$ cat config.mk
export PLATFORM = sky130hd
export DESIGN_NAME = rx_controller
export DESIGN_NICKNAME = d
export VERILOG_FILES = /design/src/rtl/rx_controller.sv
export SDC_FILE = /design/constraint.sdc
export NUM_CORES = 1
export LEC_CHECK = 0
export BUFFER_PORTS_ARGS = -buffer_cell sky130_fd_sc_hd__buf_2
export CAP_MARGIN = 0
export CORE_MARGIN = 3
export CORE_UTILIZATION = 51
export CTS_CLUSTER_SIZE = 25
export DETAILED_ROUTE_END_ITERATION = 6
export PLACE_DENSITY = 0.81
export SLEW_MARGIN = 25
export SYNTH_ARGS = -nofsm -noshare
export SYNTH_HDL_FRONTEND = slang
export SYNTH_SLANG_ARGS = --single-unit
export TNS_END_PERCENT = 10
$ cat constraint.sdc
create_clock -name clk -period 1.8 [get_ports clk]
set_input_delay 0.54 -clock clk [delete_from_list [all_inputs] [get_ports clk]]
set_output_delay 0.54 -clock clk [all_outputs]
set_load 0.01 [all_outputs]
$ cat src/rtl/rx_controller.sv
// rx_controller -- oversampling UART receiver with single-entry holding register.
//
// The serial line is double-flop synchronized. A low level seen on a
// sample_tick starts start-bit qualification; after overSample/2-1 further low
// ticks the receiver is aligned near bit centre and samples every overSample
// ticks. Data bits arrive LSB first. The completed byte is handed to rx_data
// when the holding register is free (or is being read in the same cycle).
//
// Optional feature: define RX_PARITY_EN to expect one even-parity bit between
// the last data bit and the stop bit.
//
// Ports:
//   clk                 rising-edge clock
//   rst_b               asynchronous active-low reset
//   serial_in           UART line, idle high (asynchronous)
//   sample_tick         one-clk strobe at overSample x baud
//   read_not_ready_in   host read strobe, one clk
//   rx_data             last delivered data word
//   read_not_ready_out  rx_data holds unread data
//   error1              overrun: frame arrived while rx_data was unread
//   error2              framing error: stop bit sampled low
//   parity_error        even-parity mismatch (constant 0 without RX_PARITY_EN)

module rx_controller #(
    parameter int unsigned           stateCount = 3,
    parameter logic [stateCount-1:0] idle       = 3'b001,
    parameter logic [stateCount-1:0] starting   = 3'b010,
    parameter logic [stateCount-1:0] receiving  = 3'b100,
    parameter int unsigned           wordSize   = 8,
    parameter int unsigned           overSample = 8
) (
    input  logic                clk,
    input  logic                rst_b,
    input  logic                serial_in,
    input  logic                sample_tick,
    input  logic                read_not_ready_in,
    output logic [wordSize-1:0] rx_data,
    output logic                read_not_ready_out,
    output logic                error1,
    output logic                error2,
    output logic                parity_error
);

`ifdef RX_PARITY_EN
    localparam int unsigned PAR_BITS = 1;
`else
    localparam int unsigned PAR_BITS = 0;
`endif
    // Samples taken after the start bit: data, optional parity, stop.
    localparam int unsigned FRAME_BITS = wordSize + PAR_BITS + 1;
    localparam int unsigned SCNT_W     = $clog2(overSample);
    localparam int unsigned BCNT_W     = $clog2(FRAME_BITS);

    localparam logic [SCNT_W-1:0] SAMPLE_LAST = SCNT_W'(overSample - 1);
    localparam logic [SCNT_W-1:0] START_LAST  = SCNT_W'(overSample / 2 - 1);
    localparam logic [BCNT_W-1:0] BIT_STOP    = BCNT_W'(FRAME_BITS - 1);
    localparam logic [BCNT_W-1:0] BIT_DATA    = BCNT_W'(wordSize);

    typedef enum logic [stateCount-1:0] {
        ST_IDLE      = idle,
        ST_STARTING  = starting,
        ST_RECEIVING = receiving
    } state_t;

    state_t              state_q, state_d;
    logic                sync1_q, sync2_q;
    logic [SCNT_W-1:0]   scnt_q, scnt_d;
    logic [BCNT_W-1:0]   bcnt_q, bcnt_d;
    logic [wordSize-1:0] shift_q, shift_d;
    logic [wordSize-1:0] rx_data_q, rx_data_d;
    logic                rnr_q, rnr_d;
    logic                err1_q, err1_d;
    logic                err2_q, err2_d;
    logic                frame_done;
    logic                stop_ok;
    logic                line;
    logic [SCNT_W-1:0]   scnt_inc;
`ifdef RX_PARITY_EN
    logic                par_bit_q, par_bit_d;
    logic                perr_q, perr_d;
`endif

    assign line     = sync2_q;
    assign scnt_inc = scnt_q + SCNT_W'(1);

    // Line synchronizer; resets to the idle level so release from reset
    // never looks like a start bit.
    always_ff @(posedge clk or negedge rst_b) begin
        if (!rst_b) begin
            sync1_q <= 1'b1;
            sync2_q <= 1'b1;
        end else begin
            sync1_q <= serial_in;
            sync2_q <= sync1_q;
        end
    end

    always_ff @(posedge clk or negedge rst_b) begin
        if (!rst_b) begin
            state_q   <= ST_IDLE;
            scnt_q    <= '0;
            bcnt_q    <= '0;
            shift_q   <= '0;
            rx_data_q <= '0;
            rnr_q     <= 1'b0;
            err1_q    <= 1'b0;
            err2_q    <= 1'b0;
`ifdef RX_PARITY_EN
            par_bit_q <= 1'b0;
            perr_q    <= 1'b0;
`endif
        end else begin
            state_q   <= state_d;
            scnt_q    <= scnt_d;
            bcnt_q    <= bcnt_d;
            shift_q   <= shift_d;
            rx_data_q <= rx_data_d;
            rnr_q     <= rnr_d;
            err1_q    <= err1_d;
            err2_q    <= err2_d;
`ifdef RX_PARITY_EN
            par_bit_q <= par_bit_d;
            perr_q    <= perr_d;
`endif
        end
    end

    always_comb begin
        state_d    = state_q;
        scnt_d     = scnt_q;
        bcnt_d     = bcnt_q;
        shift_d    = shift_q;
        rx_data_d  = rx_data_q;
        rnr_d      = rnr_q;
        err1_d     = err1_q;
        err2_d     = err2_q;
        frame_done = 1'b0;
        stop_ok    = 1'b0;
`ifdef RX_PARITY_EN
        par_bit_d  = par_bit_q;
        perr_d     = perr_q;
`endif

        case (state_q)
            ST_IDLE: begin
                if (sample_tick && !line) begin
                    state_d = ST_STARTING;
                    scnt_d  = '0;
                end
            end
            ST_STARTING: begin
                if (sample_tick) begin
                    if (line) begin
                        state_d = ST_IDLE;
                    end else begin
                        scnt_d = scnt_inc;
                        if (scnt_inc == START_LAST) begin
                            state_d = ST_RECEIVING;
                            scnt_d  = '0;
                            bcnt_d  = '0;
                        end
                    end
                end
            end
            ST_RECEIVING: begin
                if (sample_tick) begin
                    if (scnt_q == SAMPLE_LAST) begin
                        scnt_d = '0;
                        bcnt_d = bcnt_q + BCNT_W'(1);
                        if (bcnt_q == BIT_STOP) begin
                            state_d    = ST_IDLE;
                            bcnt_d     = '0;
                            frame_done = 1'b1;
                            stop_ok    = line;
                        end else if (bcnt_q < BIT_DATA) begin
                            shift_d = {line, shift_q[wordSize-1:1]};
                        end else begin
`ifdef RX_PARITY_EN
                            par_bit_d = line;
`endif
                        end
                    end else begin
                        scnt_d = scnt_inc;
                    end
                end
            end
            default: state_d = ST_IDLE;
        endcase

        if (read_not_ready_in) begin
            rnr_d  = 1'b0;
            err1_d = 1'b0;
            err2_d = 1'b0;
`ifdef RX_PARITY_EN
            perr_d = 1'b0;
`endif
        end

        // Completion overrides a coincident read: the read frees the holding
        // register, so the new word loads and the unread flag stays set.
        if (frame_done) begin
            if (stop_ok) begin
                if (!rnr_q || read_not_ready_in) begin
                    rx_data_d = shift_q;
                    rnr_d     = 1'b1;
                end else begin
                    err1_d = 1'b1;
                end
`ifdef RX_PARITY_EN
                if ((^shift_q) ^ par_bit_q) begin
                    perr_d = 1'b1;
                end
`endif
            end else begin
                err2_d = 1'b1;
            end
        end
    end

    assign rx_data            = rx_data_q;
    assign read_not_ready_out = rnr_q;
    assign error1             = err1_q;
    assign error2             = err2_q;
`ifdef RX_PARITY_EN
    assign parity_error       = perr_q;
`else
    assign parity_error       = 1'b0;
`endif

endmodule

Yosys cells after proc, flatten, opt, wreduce, memory -nomap -nowiden
Cells that the tools add are included.
{"block": "word_totals", "elab_cells": 80, "register_bits": 31, "inputBits": 5, "output_inout_bits": 12}
{"block": "op_classes", "addsub": 2, "muxes": 41, "n_eq_ne": 14, "magnitude_cmp": 1, "bitwise_logic": 1, "n_reduce_logical": 11}
{"operator": "2-to-1 mux 3 bit", "count": 13}
{"operator": "2-to-1 mux 4 bit", "count": 6}
{"operator": "2-to-1 mux 1 bit", "count": 19}
{"operator": "one-hot mux 3 bit (3 select lines)", "count": 2}
{"operator": "inequality test 2 bit, second input constant", "count": 7}
{"operator": "AND reduction 6 bit", "count": 2}
{"operator": "AND reduction 5 bit", "count": 2}
{"operator": "one-hot mux 4 bit (2 select lines)", "count": 1}
{"operator": "equality test 3 x 2 -> 1 bit, second input constant", "count": 2}
{"operator": "equality test 3 bit, second input constant", "count": 2}
{"operator": "adder 4 x 1 -> 4 bit, second input constant", "count": 1}
{"operator": "equality test 4 bit, second input constant", "count": 1}
{"operator": "< comparator 4 bit, second input constant", "count": 1}
{"operator": "adder 3 x 1 -> 3 bit, second input constant", "count": 1}
{"operator": "equality test 3 x 1 -> 1 bit, second input constant", "count": 1}
{"operator": "inequality test 3 bit, second input constant", "count": 1}
{"operator": "AND reduction 3 bit", "count": 1}
{"operator": "nonzero test 3 bit", "count": 1}
{"operator": "zero test 1 bit", "count": 2}
{"operator": "nonzero test 2 bit", "count": 1}
{"operator": "logical AND 1 bit", "count": 1}
{"operator": "logical OR 1 bit", "count": 1}
{"operator": "inverter 1 bit", "count": 1}

Depth between registers and ports, before layout
Gate-level depths: netlist (run 1).
{"block": "logic_depth", "depth_word": 7, "depth_mapped": 7, "mapped_depth_nobuf": 6}

Worst setup path after synthesis (run 1)
Ideal clock, no wire load.
{"block": "synth_path", "path_type": "register to register", "startpoint": "reg scnt_q[0]", "endpoint": "reg bcnt_q[2]", "n_path_buf": 0, "arrival_ns": 1.740, "setup_slack_ns": -0.066, "stages_incl_launch_ff": 7, "synth_period_minus_slack_ns": 1.866, "t_required_ns": 1.674, "setup_time_ns": 0.126, "path_cell_list": "dfrtp_1 ha_1 ha_1 nand2b_1 a31oi_1 o21ai_1 a221o_1"}
{"block": "synth_via", "elab_chain_cells": 4, "word_cells_on_any_way": 6, "classes_between": "add/sub (1); eq/ne (4); reduce/logical (1)"}
{"element": "from (decl)", "line": "67", "source": "logic [SCNT_W-1:0] scnt_q, scnt_d;"}
{"element": "from (signal assigned)", "line": "114", "source": "scnt_q <= scnt_d;"}
{"element": "adder 3 x 1 -> 3 bit", "line": "84", "source": "assign scnt_inc = scnt_q + SCNT_W'(1);"}
{"element": "equality test 3 x 2 -> 1 bit", "line": "157", "source": "if (scnt_inc == START_LAST) begin"}
{"element": "inequality test 2 bit (no line)"}
{"element": "AND reduction 6 bit (no line) *"}
{"element": "to (signal assigned)", "line": "115", "source": "bcnt_q <= bcnt_d;"}
{"element": "to (decl)", "line": "68", "source": "logic [BCNT_W-1:0] bcnt_q, bcnt_d;"}
Mark *: on every way between the ends. The rest lies on a longest branch, timed or not.
A chain may end at the register's enable or synchronous reset.

Worst setup path after layout (run 1)
{"block": "layout_path", "startpoint": "reg bcnt_q[1]", "endpoint": "reg rx_data_q[3], in the netlist rx_data[3]"}
{"block": "layout_via", "elab_chain_cells": 6, "word_cells_on_any_way": 10, "classes_between": "eq/ne (1); mux (8); reduce/logical (1)"}
{"element": "equality test 4 bit *", "line": "170", "source": "if (bcnt_q == BIT_STOP) begin"}
{"element": "2-to-1 mux 1 bit", "line": "170"}
{"element": "2-to-1 mux 1 bit", "line": "167", "source": "if (scnt_q == SAMPLE_LAST) begin"}
{"element": "2-to-1 mux 1 bit", "line": "166", "source": "if (sample_tick) begin"}
{"element": "2-to-1 mux 1 bit", "line": "144", "source": "case (state_q)"}
{"element": "AND reduction 3 bit (no line) *"}
{"element": "to (signal assigned)", "line": "117", "source": "rx_data_q <= rx_data_d;"}
{"element": "to (decl)", "line": "70", "source": "logic [wordSize-1:0] rx_data_q, rx_data_d;"}
Marks and branches as above.

==> results.md, run 1 <==
* Rel. slew slack at 0.5615
* Port Buf Inserts at 15
* Fin area at around 1800 µm²
* Routed WL at roughly 2800 µm
* Clock Tree Root: clkbuf_4
* Final ANT Viol Nets at 0
* Clk slew on worst S/H paths at about 0.10 ns
* MaxCap Viol Count at 0
* # rows at 18
* Area delta synth->final at 24.89%
* Setup violations, final at 0
* All-layer global routing usage at 0.1758
* Clk sinks at 31
* Die area at around 3500 µm²
* Synth warn at 0
* Post-synth design cell area at about 1500 µm²
* Final min period at approximately 1.8 ns
* Unique masters post-synth at 37
* Commonest cells after routing, fill and taps aside: 28 x dfrtp_1, 18 x mux2_2, 18 x buf_4, 15 x buf_2
* Final Cycle Share at 0.9756
* Clock Latency Late Sink at ~0.33 ns
* CTS tree: built
* Post-synth net total at between 100 and 150
* Syn_area_per_cell at 12.05 µm²
* Vias in the first global route at between 1000 and 1500
* Nets at between 150 and 200
* Global-route wire length before repair at about 4600 µm
* Placer Congestion at around 0.79
* Post-synth EDFFs at 0
* Most common cell after layout, fill and taps aside: dfrtp_1
* Vias per cell at between 5 and 6
* I/O Pins at 17
* Worst EP required at around 2.0 ns
* Fin Clk Skew at roughly 0.013 ns
* Ys flop type: dfrtp_1
* PD cells at just under 800 nW/µm²
* Hold/Removal Path Class: in -> async
* Worst slew pin tran at about 0.66 ns
* Setup ws final at ~0.044 ns
* Fin. max-slew vios at 0
* Setup WS pre-CTS at -0.06290 ns
* Starting Density at 0.5628
* Core box area at around 2600 µm²
* Largest net degree at the start of global routing at 32
* CP Data Arrival Time at ~2 ns
* Initial antenna violation count at 0
* Worst Reg-to-Reg Cells at 7
* Routed len/inst at around 15 µm
* Height of the die at between 50 and 60 µm
* Startpoint Class: register
* Worst vdd ir at 729.7 µV
* Final Hold Fails at 0
* Syn Inst Count at 121
* Final hold slack at approximately 0.23 ns
* Yosys reg bits at 31
* Static leakage at 0.9025 nW
* Placed Area at between 1500 and 2000 µm²
* Sequential share of the synthesized area at 0.5348
* Unrepaired setup endpoints after global routing: yes
* FFs w/ async S/R, synth at 1.000
* Share of cells above drive strength 1 at 0.4873
* Buffer depth of the longest clock path at 2
* DRC at 0
* H-tree levels at 2
* CP Max Fanout at 8
* Hpwl dp at about 1900 µm
* Router iterations before antenna repair at 4
* DR vias at 1074
* Grt ovf at 0
* Die Width at roughly 60 µm
* Kind of critical path: reg -> reg
* Status: finished clean
* TritonCTS Buffers at 5
* Peak Freq at between 500 and 600 MHz
* Crit end category: register
* DRT iter0 DRCs at 60
* Antenna fix cells at 0
[worst paths after layout]
check,startpoint,endpoint,slack [ns]
worst min register to register,sync1_q$_DFF_PN1_,line$_DFF_PN1_,0.36
max in group asynchronous,rst_b,scnt_q[1]$_DFFE_PN0P_,1.13
min in group clk,serial_in,sync1_q$_DFF_PN1_,0.31
worst min-delay path,rst_b,bcnt_q[2]$_DFFE_PN0P_,0.23
worst max-delay path,bcnt_q[1]$_DFFE_PN0P_,rx_data[3]$_DFFE_PN0P_,0.04
worst max register to register,bcnt_q[1]$_DFFE_PN0P_,rx_data[3]$_DFFE_PN0P_,0.04
[power breakdown]
group          internal [W]  total, W  switching [W]  leakage [nW]
sequential         0.000719  0.000741      0.0000215         0.419
clock              0.000328  0.000570       0.000242        0.0482
combinational     0.0000630  0.000131      0.0000678         0.435
[per-stage QoR]
step / setup TNS (ns) / std cells / total power [W] / utilization
2_1_floorplan: -0.01941 / 121 / 0.0008176 / -
5_1_grt: -0.2644 / 188 / 0.001501 / 0.7029
3_5_place_dp: -0.2390 / 175 / 0.0008608 / 0.6406
4_1_cts: -0.003221 / 185 / 0.001430 / 0.6860
6_report: 0 / 188 / 0.001442 / 0.7029
3_3_place_gp: 0 / 175 / 0.0008522 / 0.6406
[cells in the mapped netlist (3+ instances only)]
| cell type | n | area share |
|---|---|---|
| mux2_2 | 19 | 0.15 |
| nand2_1 | 6 | 0.015 |
| nor3_1 | 4 | 0.014 |
| nand2b_1 | 4 | 0.017 |
| nor2b_1 | 3 | 0.013 |
| nor2_1 | 6 | 0.015 |
| o22ai_1 | 3 | 0.013 |
| a21oi_1 | 5 | 0.017 |
| ha_1 | 5 | 0.043 |
| dfstp_2 | 3 | 0.054 |
| dfrtp_1 | 28 | 0.48 |
| inv_1 | 6 | 0.015 |
[routing by layer]
| metal | part of all wire | up-vias | GRT usage |
|---|---|---|---|
| li1 | - | 497 | - |
| met1 | 0.42 | 538 | 0.2089 |
| met2 | 0.51 | 37 | 0.2949 |
| met3 | 0.067 | 2 | 0.07190 |
| met4 | 0.0043 | 0 | 0.04207 |
| met5 | 0 | - | 0 |
[flip-flops by register name, indices dropped and copies added (netlist names)]
register	flops
rx_data	8
shift_q	8
bcnt_q	4
scnt_q	3
state_q	3
error1	1
error2	1
line	1
read_not_ready_out	1
sync1_q	1
[timing repair]
item | CTS | global route
hold buffers | 0 | 0
pin swaps | 3 | 4
endpoints found under the hold margin | 0 | 0
resized for setup | 3 | 7
setup endpoints to repair | 13 | 14
buffers inserted | 2 | 3
[logic make-up after synthesis]
kind of cell | share of synthesized area
AO/OA/AOI/OAI | 0.08498
adder cells (fa/ha/maj) | 0.04292
buffers and inverters | 0.04205
flip-flops | 0.5348
multiplexers | 0.1537
other | 0.002573
AND/OR/NAND/NOR | 0.1391
[critical path, cell delays in order, from the launching register on]
cell and delay (ns):
dfrtp_1 0.41, inv_2 0.07, ha_2 0.16, and3b_2 0.20
nand4_1 0.13, nor2b_1 0.15, buf_4 0.19, mux2_2 0.35
[layout make-up]
cell class | count | area, µm²
Timing Repair Buffer | 34 | 230.2
Sequential cell | 31 | 779.5
Inverter | 6 | 22.52
Multi-Input combinational cell | 79 | 664.4
Clock buffer | 6 | 51.30
Clock inverter | 2 | 35.03
Tap cell | 30 | 37.54
Fill cell | 178 | 769.5
No activity file was read; power rests on OpenSTA's default activity.
==> inputs of run 2 (changes only) <==
- MAX_ROUTING_LAYER: default -> met4
==> results.md, run 2 (synthesis gave the netlist of run 1 again) <==
* Vias per cell at 5.686 (was 5.713)
* Placer Congestion at 0.8055 (was 0.7942)
* Final Hold Fails at 0 (unchanged)
* Peak Freq at 570.6 MHz (was 569.4 MHz)
* Commonest cells after routing, fill and taps aside: 28 x dfrtp_1, 18 x mux2_2, 18 x buf_4, 15 x buf_2 (unchanged)
* RR Endpoint: rx_data[3]$_DFFE_PN0P_ (unchanged)
* Hold/Removal Path Class: in -> async (unchanged)
* Final ANT Viol Nets at 0 (unchanged)
* Status: finished clean (unchanged)
* CP Data Arrival Time at 1.98 ns (about the same)
* PD cells at 793.0 nW/µm² (was 792.1 nW/µm²)
* DRC at 0 (unchanged)
* All-layer global routing usage at 0.1810 (was 0.1758)
* Buffer depth of the longest clock path at 2 (unchanged)
* Final Cycle Share at 0.9737 (was 0.9756)
* Kind of critical path: reg -> reg (unchanged)
* Largest net degree at the start of global routing at 32 (unchanged)
* Starting Density at 0.5628 (unchanged)
* Static leakage at 0.9025 nW (unchanged)
* R2r startpoint: bcnt_q[1]$_DFFE_PN0P_ (unchanged)
* Antenna fix cells at 0 (unchanged)
* Die area at 3535 µm² (unchanged)
* Switching part of the total at 0.2307 (was 0.2298)
* Switching power at 0.0003331 W (was 0.0003314 W)
* Design Power at 0.001444 W (was 0.001442 W)
* Worst EP required at 2.03 ns (was 2.02 ns)
* Crit end category: register (unchanged)
* Routed len/inst at 14.87 µm (was 14.90 µm)
* Final min period at 1.753 ns (was 1.756 ns)
* Worst vdd ir at 729.7 µV (about the same)
* Clk pwr share at 0.396 (was 0.395)
* Rel. slew slack at 0.5615 (about the same)
* Grt ovf at 0 (unchanged)
* Hold buffer count at cts at 0 (unchanged)
* Setup WS pre-CTS at -0.06290 ns (unchanged)
* Startpoint Class: register (unchanged)
* Worst slew pin tran at 0.6578 ns (about the same)
* CP Max Fanout at 8 (unchanged)
* Router iterations before antenna repair at 4 (unchanged)
* MaxCap Viol Count at 0 (unchanged)
* DR vias at 1069 (was 1074)
* Clock Tree Root: clkbuf_4 (unchanged)
* CTS tree: built (unchanged)
* Final hold slack at 0.2232 ns (was 0.2256 ns)
* Comb pwr share at 0.091 (about the same)
* Nets at 167 (unchanged)
* Hpwl dp at 1943 µm (unchanged)
* Fin. max-slew vios at 0 (unchanged)
* Clk sinks at 31 (unchanged)
* Clk slew on worst S/H paths at 0.10 ns (about the same)
* Most common cell after layout, fill and taps aside: dfrtp_1 (unchanged)
* Initial antenna violation count at 0 (unchanged)
* Worst Reg-to-Reg Cells at 7 (unchanged)
* Unrepaired setup endpoints after global routing: yes (unchanged)
* TritonCTS Buffers at 5 (unchanged)
* Total Neg Setup Slack at 0 ns (unchanged)
* Die Width at 59.46 µm (unchanged)
* Area delta synth->final at 24.89% (unchanged)
* Fin area at 1821 µm² (unchanged)
* Pint at 0.001111 W (about the same)
* Core box area at 2590 µm² (unchanged)
* # rows at 18 (unchanged)
* Port Buf Inserts at 15 (unchanged)
* DRT iter0 DRCs at 61 (was 60)
* Setup ws final at 0.04739 ns (was 0.04390 ns)
* H-tree levels at 2 (unchanged)
* Internal reg-to-reg setup slack at 0.05 ns (was 0.04 ns)
* Setup violations, final at 0 (unchanged)
* Register share of total power at 0.513 (was 0.514)
* Vias in the first global route at 1045 (was 1049)
* Height of the die at 59.46 µm (unchanged)
* Routed WL at 2796 µm (was 2801 µm)
* Global-route wire length before repair at 4588 µm (was 4581 µm)
* Clock Latency Late Sink at 0.33 ns (about the same)
* I/O Pins at 17 (unchanged)
* Placed Area at 1659 µm² (unchanged)
* Share of cells above drive strength 1 at 0.4873 (unchanged)
* Fin Clk Skew at 0.01251 ns (was 0.01337 ns)
-- run 2: cell counts in the layout (fill, tap and decap cells not counted) --
Identical to the previous run, type by type.
-- run 2: metal layers --
metal	GRT usage	vias up	share of wire
met1	0.2089	529	0.42
met3	0.07190	5	0.063
met4	0.04207	0	0.011
met2	0.2949	38	0.50
li1	-	497	-
met5	-	-	0
-- run 2: power by group through the flow --
stage                     clock, W  combinational (W)  sequential, W
final                     0.000572           0.000131       0.000741
after global routing      0.000608           0.000150       0.000744
after CTS                 0.000579           0.000112       0.000740
after detailed placement         0           0.000106       0.000755
after global placement           0          0.0000998       0.000752
after floorplan                  0          0.0000706       0.000747
-- run 2: worst max-delay path, cell delays in order, from the launching register on --
cell,delay [ns]
dfrtp_1,0.41
inv_2,0.07
ha_2,0.16
and3b_2,0.19
nand4_1,0.13
nor2b_1,0.15
buf_4,0.19
mux2_2,0.35
-- run 2: worst max-delay path by stage --
stage,from,endpoint,slack [ns]
global placement,scnt_q[0]$_DFFE_PN0P_,bcnt_q[2]$_DFFE_PN0P_,0.03
detailed placement,scnt_q[0]$_DFFE_PN0P_,bcnt_q[2]$_DFFE_PN0P_,-0.06
CTS,scnt_q[0]$_DFFE_PN0P_,bcnt_q[2]$_DFFE_PN0P_,-0.003
floorplan,scnt_q[0]$_DFFE_PN0P_,bcnt_q[2]$_DFFE_PN0P_,-0.02
finish,bcnt_q[1]$_DFFE_PN0P_,rx_data[3]$_DFFE_PN0P_,0.05
global route,bcnt_q[1]$_DFFE_PN0P_,rx_data[3]$_DFFE_PN0P_,-0.04
-- run 2: layout make-up --
type / count / area, µm²
clock buffer: 6 / 51.30
clock inverter: 2 / 35.03
fill: 178 / 769.5
inverter: 6 / 22.52
multi-input combinational: 79 / 664.4
sequential: 31 / 779.5
tap: 30 / 37.54
timing repair buffer: 34 / 230.2
-- run 2: through the flow --
step | instances | utilization
after CTS | 185 | 0.6860
after floorplan | 121 | -
final | 188 | 0.7029
after detailed placement | 175 | 0.6406
after global placement | 175 | 0.6406
after global routing | 188 | 0.7029
-- run 2: what timing repair did --
| action | in CTS | in global routing |
|---|---|---|
| gates resized for setup | 3 | 7 |
| buffers inserted | 2 | 3 |
| hold endpoints to repair | 0 | 0 |
| pin swaps | 3 | 4 |
| setup endpoints to repair | 13 | 14 |
==> inputs of run 3 (changes only) <==
- ABC_AREA: default -> 1
- CORE_MARGIN: 3 -> 10
- CORE_UTILIZATION: 51 -> 52
- PLACE_DENSITY: 0.81 -> 0.82
==> results.md, run 3 <==
* Routed WL at 2866 µm (was 2796 µm)
* Yosys reg bits at 31 (unchanged)
* Register share of total power at 0.434 (was 0.513)
* Post-synth net total at 198 (was 131)
* Comb pwr share at 0.259 (was 0.091)
* I/O Pins at 17 (unchanged)
* Largest net degree at the start of global routing at 32 (unchanged)
* Clk slew on worst S/H paths at 0.11 ns (was 0.10 ns)
* Setup violations, final at 0 (unchanged)
* FFs w/ async S/R, synth at 1.000 (unchanged)
* Worst vdd ir at 705.3 µV (was 729.7 µV)
* Static leakage at 1.001 nW (was 0.9025 nW)
* Nets at 218 (was 167)
* Hold/Removal Path Class: in -> async (unchanged)
* Setup WS pre-CTS at 0.1328 ns (was -0.06290 ns)
* Routed len/inst at 11.84 µm (was 14.87 µm)
* Antenna fix cells at 0 (unchanged)
* Global route hottest layer: met2 (unchanged)
* GRT met3 Usage at 0.05078 (was 0.07190)
* Clk pwr share at 0.307 (was 0.396)
* Switching power at 0.0006540 W (was 0.0003331 W)
* Worst slew pin tran at 0.6803 ns (was 0.6578 ns)
* Switching part of the total at 0.3436 (was 0.2307)
* DR vias at 1228 (was 1069)
* Unique masters post-synth at 28 (was 37)
* Fin Clk Skew at 0.01143 ns (was 0.01251 ns)
* CP Data Arrival Time at 1.88 ns (was 1.98 ns)
* H-tree levels at 2 (unchanged)
* Global-route wire length before repair at 4788 µm (was 4588 µm)
* Crit end category: register (unchanged)
* Most common cell in the netlist: nand2_1 (was dfrtp_1)
* Die area at 5709 µm² (was 3535 µm²)
* Peak Freq at 611.2 MHz (was 570.6 MHz)
* # rows at 20 (was 18)
* Vias per cell at 5.074 (was 5.686)
* Largest cells by area after synthesis: dfrtp_1 44%, nand2_1 15%, nand3_1 6.2% (was dfrtp_1 48%, mux2_2 15%, dfstp_2 5.4%)
* Hpwl dp at 2007 µm (was 1943 µm)
* DRT iter0 DRCs at 66 (was 61)
* Die Width at 75.56 µm (was 59.46 µm)
* Height of the die at 75.56 µm (was 59.46 µm)
* Sequential share of the synthesized area at 0.4856 (was 0.5348)
* Worst EP required at 2.04 ns (was 2.03 ns)
* Port Buf Inserts at 15 (unchanged)
* Syn Inst Count at 188 (was 121)
* Most common cell after layout, fill and taps aside: nand2_1 (was dfrtp_1)
* Core box area at 3003 µm² (was 2590 µm²)
* All-layer global routing usage at 0.1144 (was 0.1810)
* Share of cells above drive strength 1 at 0.2679 (was 0.4873)
* Clock Latency Late Sink at 0.35 ns (was 0.33 ns)
* Clk sinks at 31 (unchanged)
* Synth warn at 0 (unchanged)
* Fin. max-slew vios at 0 (unchanged)
* DRC at 0 (unchanged)
* Synth area leader: dfrtp_1 (unchanged)
* Grt ovf at 0 (unchanged)
* Setup ws final at 0.1639 ns (was 0.04739 ns)
* Commonest cells after routing, fill and taps aside: 62 x nand2_1, 28 x dfrtp_1, 19 x nand3_1, 18 x inv_1, 15 x buf_2 (was 28 x dfrtp_1, 18 x mux2_2, 18 x buf_4, 15 x buf_2)
* Router iterations before antenna repair at 4 (unchanged)
* Grt met1 use at 0.1338 (was 0.2089)
* Post-synth top area share at 0.4365 (was 0.4807)
* Placer Congestion at 0.8413 (was 0.8055)
* Clock Tree Root: clkbuf_4 (unchanged)
* Status: finished clean (unchanged)
* Startpoint Class: register (unchanged)
* MaxCap Viol Count at 0 (unchanged)
* PD cells at 1053 nW/µm² (was 793.0 nW/µm²)
* Final min period at 1.636 ns (was 1.753 ns)
* Unrepaired setup endpoints after global routing: no (was yes)
* Final ANT Viol Nets at 0 (unchanged)
* Hold buffer count at cts at 0 (unchanged)
* Final Cycle Share at 0.9089 (was 0.9737)
* Routing usage on met2 at 0.1700 (was 0.2949)
* Final hold slack at 0.2129 ns (was 0.2232 ns)
* Initial antenna violation count at 0 (unchanged)
* CP Max Fanout at 4 (was 8)
* Rel. slew slack at 0.5465 (was 0.5615)
* Total Neg Setup Slack at 0 ns (unchanged)
* Ys flop type: dfrtp_1 (unchanged)
* Area delta synth->final at 12.63% (was 24.89%)
* Kind of critical path: reg -> reg (unchanged)
* Starting Density at 0.5346 (was 0.5628)
* Vias in the first global route at 1077 (was 1045)
* Syn_area_per_cell at 8.539 µm² (was 12.05 µm²)
* Final Hold Fails at 0 (unchanged)
* Pint at 0.001249 W (was 0.001111 W)
* CTS tree: built (unchanged)
* Final Non-Filler Cells at 242 (was 188)
* Commonest cells in the netlist: 63 x nand2_1, 28 x dfrtp_1, 20 x nand3_1, 18 x inv_1, 11 x nor2_1 (was 28 x dfrtp_1, 19 x mux2_2, 6 x inv_1, 6 x nand2_1, 6 x nor2_1)
* TritonCTS Buffers at 5 (unchanged)
* Placed Cells at 233 (was 175)
* Post-synth EDFFs at 0 (unchanged)
* Post-synth design cell area at 1605 µm² (was 1458 µm²)
* Buffer depth of the longest clock path at 2 (unchanged)
run 3: final timing paths:
check	slack [ns]	endpoint	cells past startpoint	startpoint
worst min-delay path	0.21	scnt_q[2]$_DFFE_PN0P_	1	rst_b
max in group asynchronous	1.13	read_not_ready_out$_DFF_PN0_	1	rst_b
worst min register to register	0.36	line$_DFF_PN1_	0	sync1_q$_DFF_PN1_
min in group clk	0.28	sync1_q$_DFF_PN1_	1	serial_in
worst max register to register	0.16	bcnt_q[2]$_DFFE_PN0P_	10	scnt_q[0]$_DFFE_PN0P_
worst max-delay path	0.16	bcnt_q[2]$_DFFE_PN0P_	10	scnt_q[0]$_DFFE_PN0P_
run 3: power groups by stage:
stage,combinational (W),sequential (W),clock (W)
after floorplan,0.000375,0.000827,0
final,0.000493,0.000827,0.000583
after CTS,0.000465,0.000826,0.000595
after detailed placement,0.000458,0.000838,0
after global placement,0.000451,0.000836,0
after global routing,0.000568,0.000835,0.000636
run 3: final cells by class:
type,count,area [µm²]
inverter,22,85.08
sequential,31,779.5
fill,266,1195
clock buffer,6,51.30
multi-input combinational,132,733.2
clock inverter,2,35.03
tap,33,41.29
timing repair buffer,16,82.58
run 3: worst max-delay path, cell delays in order (launching register included):
cell and delay, ns:
dfrtp_1 0.43, ha_1 0.21, ha_2 0.26, inv_1 0.05, nand2_1 0.07, nand3_2 0.09, nand2_1 0.08, nor2_1 0.13
nand2_2 0.09, nand2_1 0.07, nand2_1 0.04
run 3: repair_timing:
item | CTS | global route
buffers inserted | 0 | 1
resized for setup | 0 | 5
setup endpoints to repair | 0 | 7
run 3: logic make-up (layout without fill, tap and decap cells):
group | after synthesis | after routing | share of synthesized area
and+or+nand+nor | 110 | 110 | 0.3328
DFF | 31 | 31 | 0.4856
buffers and inverters | 25 | 46 | 0.06703
AOI/OAI and AO/OA | 15 | 15 | 0.06781
adders and majority gates | 5 | 5 | 0.03897
other | 1 | 1 | 0.002336
xor gates and xnor gates | 1 | 1 | 0.005457
run 3: through the flow:
stage               utilization  area, µm²  total power, W
floorplan                     -       1605        0.001201
detailed placement       0.5658       1699        0.001296
finish                   0.6021       1808        0.001903
CTS                      0.5946       1785        0.001885
global placement         0.5658       1699        0.001287
global route             0.6021       1808        0.002039
run 3: per-layer routing:
layer | vias up | wire (µm) | share of wire
met1 | 554 | 1330 | 0.46
met4 | 0 | 52 | 0.018
li1 | 643 | - | -
met3 | 5 | 202 | 0.070
met5 | - | 0 | 0
met2 | 26 | 1280 | 0.45
